**src/rtl/rv32i_fetch_unit.sv**
```systemverilog
// RV32I instruction-fetch initiator: issues word addresses to a 1-cycle
// synchronous instruction memory, buffers returned words in a small FIFO and
// presents {pc, inst} to decode over valid/ready. Redirects flush everything.
module rv32i_fetch_unit #(
    parameter int              XLEN     = 32,
    parameter logic [XLEN-1:0] RESET_PC = 32'h0000_0000,
    parameter int              DEPTH    = 2
) (
    input  logic            clk,
    input  logic            rst,
    output logic [XLEN-1:0] imem_addr,
    input  logic [XLEN-1:0] imem_inst,
    input  logic            redirect_valid,
    input  logic [XLEN-1:0] redirect_pc,
    output logic            fetch_valid,
    input  logic            fetch_ready,
    output logic [XLEN-1:0] fetch_inst,
    output logic [XLEN-1:0] fetch_pc
);

    localparam int PW = (DEPTH > 1) ? $clog2(DEPTH) : 1;
    localparam int CW = $clog2(DEPTH + 1);

    // Request side
    logic [XLEN-1:0] pc_req;
    logic [XLEN-1:0] inflight_pc;
    logic            inflight_q;

    // Output FIFO
    logic [XLEN-1:0] fifo_pc   [DEPTH];
    logic [XLEN-1:0] fifo_inst [DEPTH];
    logic [PW-1:0]   head_q;
    logic [PW-1:0]   tail_q;
    logic [CW-1:0]   count_q;

    logic            pop;
    logic            push;
    logic            issue;
    logic [CW:0]     occupancy;
    logic            fifo_nonempty;

    // The low two redirect bits are intentionally dropped (word alignment).
    logic unused_redirect_lsbs;
    assign unused_redirect_lsbs = ^redirect_pc[1:0];

    function automatic logic [PW-1:0] ptr_inc(input logic [PW-1:0] p);
        return (p == PW'(DEPTH - 1)) ? '0 : p + PW'(1);
    endfunction

    assign fifo_nonempty = (count_q != '0);
    assign fetch_valid   = fifo_nonempty && !redirect_valid;
    assign fetch_inst    = fifo_nonempty ? fifo_inst[head_q] : '0;
    assign fetch_pc      = fifo_nonempty ? fifo_pc[head_q]   : '0;
    assign imem_addr     = pc_req;

    assign pop  = fetch_valid && fetch_ready;
    assign push = inflight_q && !redirect_valid;

    // Committed slots after this edge: buffered + returning - leaving. A new
    // request is only allowed if its response is guaranteed a FIFO slot.
    assign occupancy = {1'b0, count_q} + (CW+1)'(inflight_q) - (CW+1)'(pop);
    assign issue     = !redirect_valid && (occupancy < (CW+1)'(DEPTH));

    // Request address, in-flight tracking; redirect restarts at aligned target
    always_ff @(posedge clk or posedge rst) begin
        if (rst) begin
            pc_req      <= RESET_PC;
            inflight_pc <= '0;
            inflight_q  <= 1'b0;
        end else if (redirect_valid) begin
            pc_req     <= {redirect_pc[XLEN-1:2], 2'b00};
            inflight_q <= 1'b0;
        end else if (issue) begin
            inflight_pc <= pc_req;
            pc_req      <= pc_req + XLEN'(4);
            inflight_q  <= 1'b1;
        end else begin
            inflight_q  <= 1'b0;
        end
    end

    // FIFO pointers and occupancy; a redirect empties the buffer
    always_ff @(posedge clk or posedge rst) begin
        if (rst) begin
            head_q  <= '0;
            tail_q  <= '0;
            count_q <= '0;
        end else if (redirect_valid) begin
            head_q  <= '0;
            tail_q  <= '0;
            count_q <= '0;
        end else begin
            if (pop) begin
                head_q <= ptr_inc(head_q);
            end
            if (push) begin
                tail_q <= ptr_inc(tail_q);
            end
            count_q <= count_q + CW'(push) - CW'(pop);
        end
    end

    // One storage register pair per FIFO entry, written when it is the tail
    for (genvar gi = 0; gi < DEPTH; gi++) begin : g_entry
        // Capture returning {pc, inst} into this entry
        always_ff @(posedge clk or posedge rst) begin
            if (rst) begin
                fifo_pc[gi]   <= '0;
                fifo_inst[gi] <= '0;
            end else if (push && (tail_q == PW'(gi))) begin
                fifo_pc[gi]   <= inflight_pc;
                fifo_inst[gi] <= imem_inst;
            end
        end
    end

endmodule

```
**config.mk**
```make
export PLATFORM = sky130hd
export DESIGN_NAME = rv32i_fetch_unit
export DESIGN_NICKNAME = d
export VERILOG_FILES = /design/src/rtl/rv32i_fetch_unit.sv
export SDC_FILE = /design/constraint.sdc
export NUM_CORES = 1
export LEC_CHECK = 0
export CAP_MARGIN = 20
export CELL_PAD_IN_SITES_DETAIL_PLACEMENT = 1
export CELL_PAD_IN_SITES_GLOBAL_PLACEMENT = 1
export CORE_AREA = 2 2 145 204
export DETAILED_ROUTE_END_ITERATION = 16
export DIE_AREA = 0 0 147 206
export GPL_TIMING_DRIVEN = 0
export PLACE_DENSITY = 0.62
export SETUP_SLACK_MARGIN = 0.1
export SYNTH_ARGS = -nofsm -noshare
export SYNTH_HDL_FRONTEND = slang
export SYNTH_SLANG_ARGS = --single-unit
```
**constraint.sdc**
```tcl
create_clock -name clk -period 7.14 [get_ports clk]
set_input_delay 1.071 -clock clk [delete_from_list [all_inputs] [get_ports clk]]
set_output_delay 1.071 -clock clk [all_outputs]
set_load 0.01 [all_outputs]
```
# ---- Word-level counts from Yosys, hierarchy flattened
# Index checks and enable logic that the tools add are counted.
dict set report totals {
  inputBits 68
  register_bits 197
  elab_cells 53
  out_inout_bits 97
}
dict set report op_classes {
  bitwise 3
  n_addsub 7
  order_cmp 2
  mux 19
  reduce_logical 12
}
# cell count
set op_table {}
lappend op_table {{32-bit two-way mux} 10}
lappend op_table {{32-bit by 3-bit adder with 32-bit output (second input constant)} 1}
lappend op_table {{1-bit two-way mux} 8}
lappend op_table {{2-bit nonzero test} 4}
lappend op_table {{1-bit logical AND} 6}
lappend op_table {{2-bit by 1-bit adder with 3-bit output} 1}
lappend op_table {{3-bit by 2-bit < comparator with 1-bit output (second input constant)} 1}
lappend op_table {{3-bit by 1-bit subtractor with 3-bit output} 1}
lappend op_table {{1-bit adder (second input constant)} 2}
lappend op_table {{2-bit by 1-bit adder with 2-bit output} 1}
lappend op_table {{2-bit >= comparator (second input constant)} 1}
lappend op_table {{2-bit two-way mux} 1}
lappend op_table {{1-bit NOT} 2}
lappend op_table {{1-bit NOT with 2-bit output} 1}
lappend op_table {{2-bit AND reduction} 1}
lappend op_table {{2-bit by 1-bit subtractor with 2-bit output} 1}
lappend op_table {{1-bit logical NOT} 1}

# ---- Logic depth before layout (Yosys ltp)
# Gate-level depths: netlist of run 1.
dict set report depth {
  depth_word 8
  mapped_depth 12
  mapped_depth_nobuf 8
}

# ---- Least setup slack after synthesis of run 1
# OpenSTA, ideal clock, no wires.
dict set report synth_timing {
  kind {in2reg}
  start {input port redirect_valid}
  end {register pc_req[22], in the netlist imem_addr[22]}
  path_stages 10
  arrival_time_ns 3.785
  setup_ns 0.082
  path_slack_ns 3.274
  path_cell_list {clkbuf_1 nor4bb_1 o21ai_0 fa_1 xor2_1 buf_6 or4_1 buf_2 or4_1 a31oi_1}
}
dict set report synth_between {
  elab_chain_cells 7
  elab_cells_between_ends 8
  cone_classes {add/sub: 1; order compare: 1; mux: 1; reduce/logical: 5}
}
# item line
set synth_lines {}
lappend synth_lines {{from (decl)} 13} ;# input logic redirect_valid,
lappend synth_lines {{1-bit logical NOT} {51, 62}}
lappend synth_lines {{1-bit logical AND} 51} ;# assign fetch_valid = fifo_nonempty && !redirect_valid;
lappend synth_lines {{1-bit logical AND} 56} ;# assign pop = fetch_valid && fetch_ready;
lappend synth_lines {{3-bit by 1-bit subtractor with 3-bit output} 61} ;# assign occupancy = {1'b0, count_q} + (CW+1)'(inflight_q) - (CW+1)'(pop);
lappend synth_lines {{3-bit by 2-bit < comparator with 1-bit output} 62} ;# assign issue = !redirect_valid && (occupancy < (CW+1)'(DEPTH));
lappend synth_lines {{1-bit logical AND} 62}
lappend synth_lines {{2-bit nonzero test (no source line)} --}
lappend synth_lines {{to (signal assigned)} 71} ;# pc_req <= {redirect_pc[XLEN-1:2], 2'b00};
lappend synth_lines {{to (signal assigned)} 75} ;# pc_req <= pc_req + XLEN'(4);
lappend synth_lines {{to (decl)} 25} ;# logic [XLEN-1:0] pc_req;
# Parallel ways exist; a longest one is shown, timed or not.
# A chain may end at the register's enable or synchronous reset.

# ---- Worst setup path after layout of run 1
dict set report layout_timing {
  start {input port redirect_valid}
  end {output port fetch_valid}
}
dict set report layout_between {
  elab_chain_cells 2
}
# item line
set layout_lines {}
lappend layout_lines {{1-bit logical NOT} 51}
lappend layout_lines {{1-bit logical AND} 51}
lappend layout_lines {{to (decl)} 15} ;# output logic fetch_valid,
# Every way passes these cells.

==> results of run 1 <==
==> cell usage in the layout, fill, tap and decap left out, types with 4 or more instances in the layout <==
cell type / instances
a31oi_1: 13
and3_1: 4
and4_1: 4
buf_1: 9
buf_4: 4
clkbuf_1: 38
clkbuf_16: 17
clkdlybuf4s50_1: 158
clkinv_2: 5
conb_1: 4
dfrtp_1: 189
mux2_2: 154
mux2i_1: 63
nand2_1: 23
nand2b_1: 4
nand3_1: 20
nand4_1: 8
nor2_1: 84
nor3_1: 4
nor4_1: 4
o21ai_0: 16
o31ai_1: 10
or4_1: 14
xnor2_1: 8
xor2_1: 5
==> routing by layer <==
metal  up-vias  global-route usage
li1       2903                   -
met1      3246              0.2045
met2       156              0.2862
met3        22             0.03135
met4         0             0.04258
met5         -                   0
==> cell type report <==
type	instances	area (um2)
flip-flops and latches	189	4730
multi-input cells	470	3751
clock inverters	11	140.1
repair buffers	160	1614
inverters	4	22.52
well taps	380	475.5
clock buffers	21	470.5
plain buffers	52	219.0
fillers	3132	17280
==> cells by family after synthesis <==
logic type,share of synthesized area
compound gates,0.03853
xor+xnor,0.01308
fa+ha+maj,0.005175
buf+inv,0.02688
flops,0.5434
mux,0.2717
other cells,0.0004309
simple gates,0.1008
==> sequential cells by signal, summed over array words and instances, names as in the netlist <==
register and flops:
inflight_pc 30, imem_addr 30, count_q 2, fifo_pc 60
tail_q 1, fifo_inst 64, inflight_q 1, head_q 1
==> cells in the mapped netlist, types with 3 or more instances <==
cell type	n
a31oi_1	13
and3_1	4
and4_1	4
buf_1	9
buf_4	4
clkbuf_1	37
dfrtp_1	189
inv_1	4
mux2_2	154
mux2i_1	63
nand2_1	23
nand2b_1	4
nand3_1	20
nand4_1	8
nor2_1	84
nor2b_1	3
nor3_1	4
nor4_1	4
o211ai_1	3
o21ai_0	16
o31a_1	3
o31ai_1	10
or3_1	3
or4_1	14
xnor2_1	8
xor2_1	5
==> per-stage QoR <==
step	worst slack (ns)	hold slack, ns	std cells
after floorplan	0.9269	0.4792	715
after global placement	-1.861	0.4863	1253
after detailed placement	2.094	0.4934	1255
after CTS	2.253	0.5093	1287
after global routing	2.127	0.5144	1287
final	2.354	0.5057	1287
==> where the power goes <==
part	total, uW	internal [uW]	leakage, uW	switching (uW)
clock	988	577	0.000303	410
combinational	1850	1030	0.00194	818
sequential	1830	1550	0.00224	280
total	4660	3150	0.00448	1510
==> how the worst max path moves through the flow <==
stage,end,depth (start not counted),startpoint
2_1_floorplan,count_q[0]$_DFF_PP0_,1,rst
4_1_cts,fetch_valid,6,redirect_valid
5_1_grt,fetch_valid,6,redirect_valid
3_5_place_dp,imem_addr[25]$_DFFE_PP0P_,11,redirect_valid
6_report,fetch_valid,6,redirect_valid
3_3_place_gp,fifo_pc[48]$_DFFE_PP0P_,2,rst
==> results.txt, run 1 <==
cell count after synthesis: 712
r2r setup slk: 3.64 ns
Fin Clk Skew: 0.008178 ns
Detail Route Antenna Nets: 0
Initial DRC Count: 326
vias per cell: 4.916
top routing layer in use: met4
P per Cell Area: 408.0 nW/um2
final design utilization: 0.3980
first-pass GRT wire length: 37.84 mm
vias in the first global route: 6580
Synth Flop Type: dfrtp_1
met1 wire length: 10.21 mm
# hold bufs at CTS: 0
cts repair resizes: 0
metal3 WL: 942 um
unrepaired setup endpoints after global routing: no
syn_area_per_cell: 12.22 um2
Critical Path Slowest Stage Cell: buf_1
number of synthesized flops with an enable pin: 0
I/O Pins: 165
Detailed Place HPWL: 16.83 mm
# nets final: 965
initial antenna violation count: 0
Placement Cell Area: 10810 um2
Hold Crit Endpoint: fifo_inst[48]$_DFFE_PP0P_
TNS Setup: 0 ns
Clock transition at path regs: 0.06 ns
worst-skew pair later-pin latency: 0.43 ns
status: finished, final reports clean
Worst Hold Launch: fifo_inst[48]$_DFFE_PP0P_
Hold WC Path Type: reg2reg
Starting Density: 0.3032
core area: 28700 um2
CP delay by family, top: buffers and inverters
Pins Over Slew Limit: 0
sequential fraction of the synthesis area: 0.5434
CP arrival: 3.71 ns
slowest stage delay, CP: 0.57 ns
height of the die: 206 um
WL/cell: 18.43 um
WHS Path Cells: 1
PortBufs: 158
Worst VDD drop: 0.2042 mV
Unique masters post-synth: 39
CTS Buf Count: 17
drt total wl: 23.72 mm
Synth Cell Area: 8703 um2
class of the most critical setup path: in2out
min Tclk post-route: 4.786 ns
Slew HR: 0.3634
H-tree Lvls: 4
fin area: 11420 um2
r2r endpoint: imem_addr[25]$_DFFE_PP0P_
# Max-Cap Violations: 0
FP Rows: 74
Setup Viol. Count Final: 0
Pleak: 0.004476 uW
R2R cell count: 9
Final Hold Violating Endpoints: 0
largest net degree at the start of global routing: 105
met2 WL: 12.27 mm
worst slew pin tran: 0.9514 ns
Placer Congestion: 0.8072
Die ar.: 30280 um2
vias after detailed routing: 6327
CTS root buffer: clkbuf_16
total power: 4661 uW
First-pass DRT Iterations: 4
CTS tree: yes
worst r2r src: count_q[1]$_DFF_PP0_
chip width: 147 um
post-synth top area share: 0.5434
post-CTS setup buffer count: 0
share of layout cells above drive strength 1: 0.2139
worst path cell trace: clkdlybuf4s50_1, clkbuf_1, clkbuf_1, buf_1, nor2_1, clkdlybuf4s50_1
fin crit share: 0.6703
gr usage total: 0.1623
ANT cells: 0
Area Growth Syn to Fin: 31.24%
synth warn: 0
ranking of synthesized cells by area: dfrtp_1 54%, mux2_2 20%, mux2i_1 7.2%
worst path required time: 6.07 ns
#FFs+latches synth: 189
crit-path max FO: 10
Synth area leader: dfrtp_1
TritonCTS Sinks: 189
asr flop ratio synth: 1.000
gr ovfl total: 0
drt drc: 0
Worst Path Buf+Inv: 5
clk buf depth: 2
Fmax: 209.0 MHz
Critical Path Start Type: input pin
Setup crit end kind: output pin
Power figures use the tool's default switching activity.
==> inputs of run 2 (changes only) <==
==> constraint.sdc (replaced) <==
create_clock -name clk -period 5.02 [get_ports clk]
set_input_delay 0.753 -clock clk [delete_from_list [all_inputs] [get_ports clk]]
set_output_delay 0.753 -clock clk [all_outputs]
set_load 0.01 [all_outputs]
==> results.txt, run 2 (synthesis results as in run 1) <==
height of the die: 206 um
gr ovfl total: 0
Placer Congestion: 0.8029
CTS root buffer: clkbuf_16
WL/cell: 18.37 um
Initial DRC Count: 187
min Tclk post-route: 4.251 ns
worst path required time: 5.33 ns
I/O Pins: 165
Detail Route Antenna Nets: 0
worst-skew pair later-pin latency: 0.44 ns
Setup crit end: imem_addr[25]$_DFFE_PP0P_
commonest non-fill, non-tap cell in the layout: dfrtp_1
TNS Setup: 0 ns
worst r2r src: count_q[1]$_DFF_PP0_
initial antenna violation count: 0
class of the most critical setup path: in2reg
# hold bufs at CTS: 0
GR peak layer: met2
Pins Over Slew Limit: 0
Clock transition at path regs: 0.06 ns
# nets final: 968
vias per cell: 4.895
drt total wl: 23.70 mm
max reg flops: 64
First-pass DRT Iterations: 4
P per Cell Area: 576.8 nW/um2
Detailed Place HPWL: 17.06 mm
Setup Viol. Count Final: 0
fin crit share: 0.8469
Fin Clk Skew: 0.01031 ns
Die ar.: 30280 um2
share of layout cells above drive strength 1: 0.2176
vias after detailed routing: 6315
ANT cells: 0
crit-path max FO: 10
unrepaired setup endpoints after global routing: no
GR Util met1: 0.2015
Slew HR: 0.4000
Pleak: 0.004485 uW
CP arrival: 4.56 ns
# Max-Cap Violations: 0
drt drc: 0
H-tree Lvls: 4
chip width: 147 um
r2r endpoint: imem_addr[25]$_DFFE_PP0P_
Area Growth Syn to Fin: 31.81%
Placement Cell Area: 10860 um2
Hold WC Path Type: reg2reg
FP Rows: 74
r2r setup slk: 1.47 ns
vias in the first global route: 6803
PortBufs: 158
Critical Path Start: redirect_valid
worst slew pin tran: 0.9000 ns
Fmax: 235.2 MHz
largest net degree at the start of global routing: 41
core area: 28700 um2
status: finished, final reports clean
gr usage total: 0.1632
Starting Density: 0.3032
CTS Buf Count: 17
TritonCTS Sinks: 189
GR Layer Usage met3: 0.02980
Worst Hold Launch: fifo_pc[8]$_DFFE_PP0P_
Final Hold Violating Endpoints: 0
Setup crit end kind: flop
first-pass GRT wire length: 38.01 mm
fin area: 11470 um2
Largest Register: fifo_inst
Worst VDD drop: 0.2596 mV
CTS tree: yes
clk buf depth: 2
post-CTS setup buffer count: 0
most frequent cells in the layout: 189 x dfrtp_1, 158 x clkdlybuf4s50_1, 154 x mux2_2
Largest regs: fifo_inst (64), fifo_pc (60)
R2R cell count: 9
# fillers: 3160
GRT met2 Usage: 0.2866
Critical Path Start Type: input pin
cts repair resizes: 0
## run 2: metal layers
| layer | wire length (um) | part of all wire |
|---|---|---|
| met1 | 10170 | 0.43 |
| met4 | 469 | 0.020 |
| met5 | 0 | 0 |
| met3 | 904 | 0.038 |
| met2 | 12160 | 0.51 |
## run 2: stage by stage
stage | std cells | total power [uW] | setup WS [ns] | hold slack, ns | util
finish | 1290 | 6618 | 0.7686 | 0.5039 | 0.3997
global route | 1290 | 7089 | 0.4562 | 0.5155 | 0.3997
CTS | 1289 | 6751 | 0.6933 | 0.5092 | 0.3995
detailed placement | 1257 | 5325 | 0.2473 | 0.4934 | 0.3782
global placement | 1253 | 5248 | 0.1724 | 0.4859 | 0.3754
floorplan | 715 | 4213 | 1.472 | 0.4792 | -
## run 2: layout make-up
class / instances / area (um2) / area share
plain buffers: 52 / 219.0 / 0.01909
clock buffers: 21 / 480.5 / 0.04188
clock inverters: 11 / 131.4 / 0.01145
inverters: 4 / 18.77 / 0.001636
multi-input cells: 470 / 3751 / 0.3270
flip-flops and latches: 189 / 4730 / 0.4123
well taps: 380 / 475.5 / 0.04144
repair buffers: 163 / 1667 / 0.1453
## run 2: worst max-delay path, cell delays in order
cell             delay [ns]
clkdlybuf4s50_1        0.47
clkbuf_1               0.30
nor4bb_1               0.50
o21ai_0                0.20
fa_1                   0.55
nand3_1                0.19
or4_1                  0.44
clkbuf_1               0.22
clkbuf_1               0.34
o311ai_0               0.46
nand3_1                0.11
## run 2: power by group
group | internal [uW] | leakage (uW) | switching, uW | total, uW
Combinational | 1470 | 0.00195 | 1160 | 2620
Clock | 792 | 0.000293 | 601 | 1390
Sequential | 2200 | 0.00224 | 399 | 2600
## run 2: worst min path at each step
stage                                endpoint  slack (ns)  cells past startpoint
floorplan            fifo_inst[0]$_DFFE_PP0P_        0.48                      1
global placement    fifo_inst[14]$_DFFE_PP0P_        0.49                      1
detailed placement    fifo_pc[27]$_DFFE_PP0P_        0.49                      1
finish                 fifo_pc[8]$_DFFE_PP0P_        0.50                      1
global route        fifo_inst[43]$_DFFE_PP0P_        0.52                      1
CTS                  fifo_inst[5]$_DFFE_PP0P_        0.51                      1
==> inputs of run 3 (changes only) <==
==> constraint.sdc (replaced) <==
create_clock -name clk -period 4.3 [get_ports clk]
set_input_delay 0.645 -clock clk [delete_from_list [all_inputs] [get_ports clk]]
set_output_delay 0.645 -clock clk [all_outputs]
set_load 0.01 [all_outputs]
==> results.txt, run 3 (synthesis results as in run 1) <==
status: finished, final reports clean
CTS root buffer: clkbuf_16
I/O Pins: 165
initial antenna violation count: 0
Setup Viol. Count Final: 0
most frequent cells in the layout: 189 x dfrtp_1, 158 x clkdlybuf4s50_1, 154 x mux2_2
Largest regs: fifo_inst (64), fifo_pc (60)
Critical Path Start Type: input pin
# Max-Cap Violations: 0
Detailed Place HPWL: 17.06 mm
FP Rows: 74
Clock transition at path regs: 0.06 ns
worst slew pin tran: 0.8901 ns
First-pass DRT Iterations: 4
logic gate share of total power: 0.397
gr usage total: 0.1632
Area Growth Syn to Fin: 31.94%
Pleak: 0.004498 uW
# nets final: 968
clk buf depth: 2
worst-skew pair later-pin latency: 0.44 ns
Final Hold Violating Endpoints: 0
max reg flops: 64
Fin Clk Skew: 0.009850 ns
first-pass GRT wire length: 38.03 mm
internal power: 5209 uW
chip width: 147 um
post-CTS setup buffer count: 0
vias in the first global route: 6803
post-placement cell count: 1257
Slew HR: 0.4066
vias per cell: 4.896
switching power: 2520 uW
Seq. cell area: 4730 um2
# hold bufs at CTS: 0
register share of total power: 0.393
Hold WC Path Type: reg2reg
Pins Over Slew Limit: 0
CP arrival: 4.29 ns
Die ar.: 30280 um2
Largest Register: fifo_inst
WL/cell: 18.39 um
core area: 28700 um2
Setup crit end kind: flop
Initial DRC Count: 188
total power: 7729 uW
fin crit share: 0.9247
Finished Layout Cells: 1290
Multi-input gate area: 3757 um2
TritonCTS Sinks: 189
class of the most critical setup path: in2reg
P per Cell Area: 673.1 nW/um2
worst path required time: 4.61 ns
H-tree Lvls: 4
largest net degree at the start of global routing: 41
gr ovfl total: 0
PortBufs: 158
final design utilization: 0.4001
Placer Congestion: 0.8029
share of layout cells above drive strength 1: 0.2231
drt drc: 0
clock power share: 0.211
Worst VDD drop: 0.3024 mV
crit-path max FO: 10
vias after detailed routing: 6316
CTS Buf Count: 17
# fillers: 3159
min Tclk post-route: 3.976 ns
CTS tree: yes
Detail Route Antenna Nets: 0
drt total wl: 23.72 mm
unrepaired setup endpoints after global routing: yes
sw frac: 0.3260
height of the die: 206 um
ANT cells: 0
Fmax: 251.5 MHz
commonest non-fill, non-tap cell in the layout: dfrtp_1
Starting Density: 0.3032
-- run 3: layout make-up --
type,instances,area share
flip-flops and latches,189,0.4119
multi-input cells,470,0.3272
repair buffers,163,0.1451
clock buffers,21,0.04184
well taps,380,0.04140
plain buffers,52,0.01950
clock inverters,11,0.01144
inverters,4,0.001634
-- run 3: power groups by stage --
stage	Combinational (uW)	Clock (uW)	Sequential, uW
CTS	3160	1680	3040
floorplan	1980	0	2940
global route	3380	1750	3150
global placement	3090	0	3040
finish	3070	1630	3030
detailed placement	3140	0	3080
-- run 3: final timing paths --
kind / from / to / slack (ns) / depth (start not counted)
setup / recovery: redirect_valid / imem_addr[25]$_DFFE_PP0P_ / 0.32 / 11
hold / removal: fifo_pc[8]$_DFFE_PP0P_ / fifo_pc[8]$_DFFE_PP0P_ / 0.50 / 1
setup reg to reg: count_q[1]$_DFF_PP0_ / imem_addr[25]$_DFFE_PP0P_ / 0.93 / 9
hold reg to reg: fifo_pc[8]$_DFFE_PP0P_ / fifo_pc[8]$_DFFE_PP0P_ / 0.50 / 1
max in group asynchronous: rst / inflight_pc[14]$_DFFE_PP0P_ / 2.61 / 4
min in group asynchronous: rst / fifo_inst[8]$_DFFE_PP0P_ / 0.72 / 2
-- run 3: per-layer routing --
metal,GRT usage,share of wire,vias to the layer above
li1,-,-,2901
met5,0,0,-
met3,0.02980,0.035,22
met2,0.2867,0.51,139
met4,0.05769,0.019,0
met1,0.2015,0.43,3254
-- run 3: stage by stage --
step                      setup TNS (ns)  worst slack [ns]  cell area (um2)  hold slack (ns)
after floorplan                        0            0.8596             8718           0.4792
after global placement            -93.97           -0.4396            10780           0.4859
after detailed placement          -13.76           -0.3647            10860           0.4934
after CTS                              0            0.1634            11470           0.5092
after global routing                   0           0.08039            11480           0.5155
final                                  0            0.3237            11480           0.5039
-- run 3: timing repair --
action	in CTS	in global routing
setup endpoints to repair	1	28
cloned	0	0
pin swaps	0	0
resized for setup	1	9
-- run 3: critical path, stage by stage --
cell             delay (ns)
clkdlybuf4s50_1        0.48
clkbuf_1               0.31
nor4bb_2               0.44
o21ai_0                0.17
fa_1                   0.55
nand3_1                0.19
or4_1                  0.44
clkbuf_1               0.22
clkbuf_1               0.34
o311ai_1               0.39
nand3_1                0.11
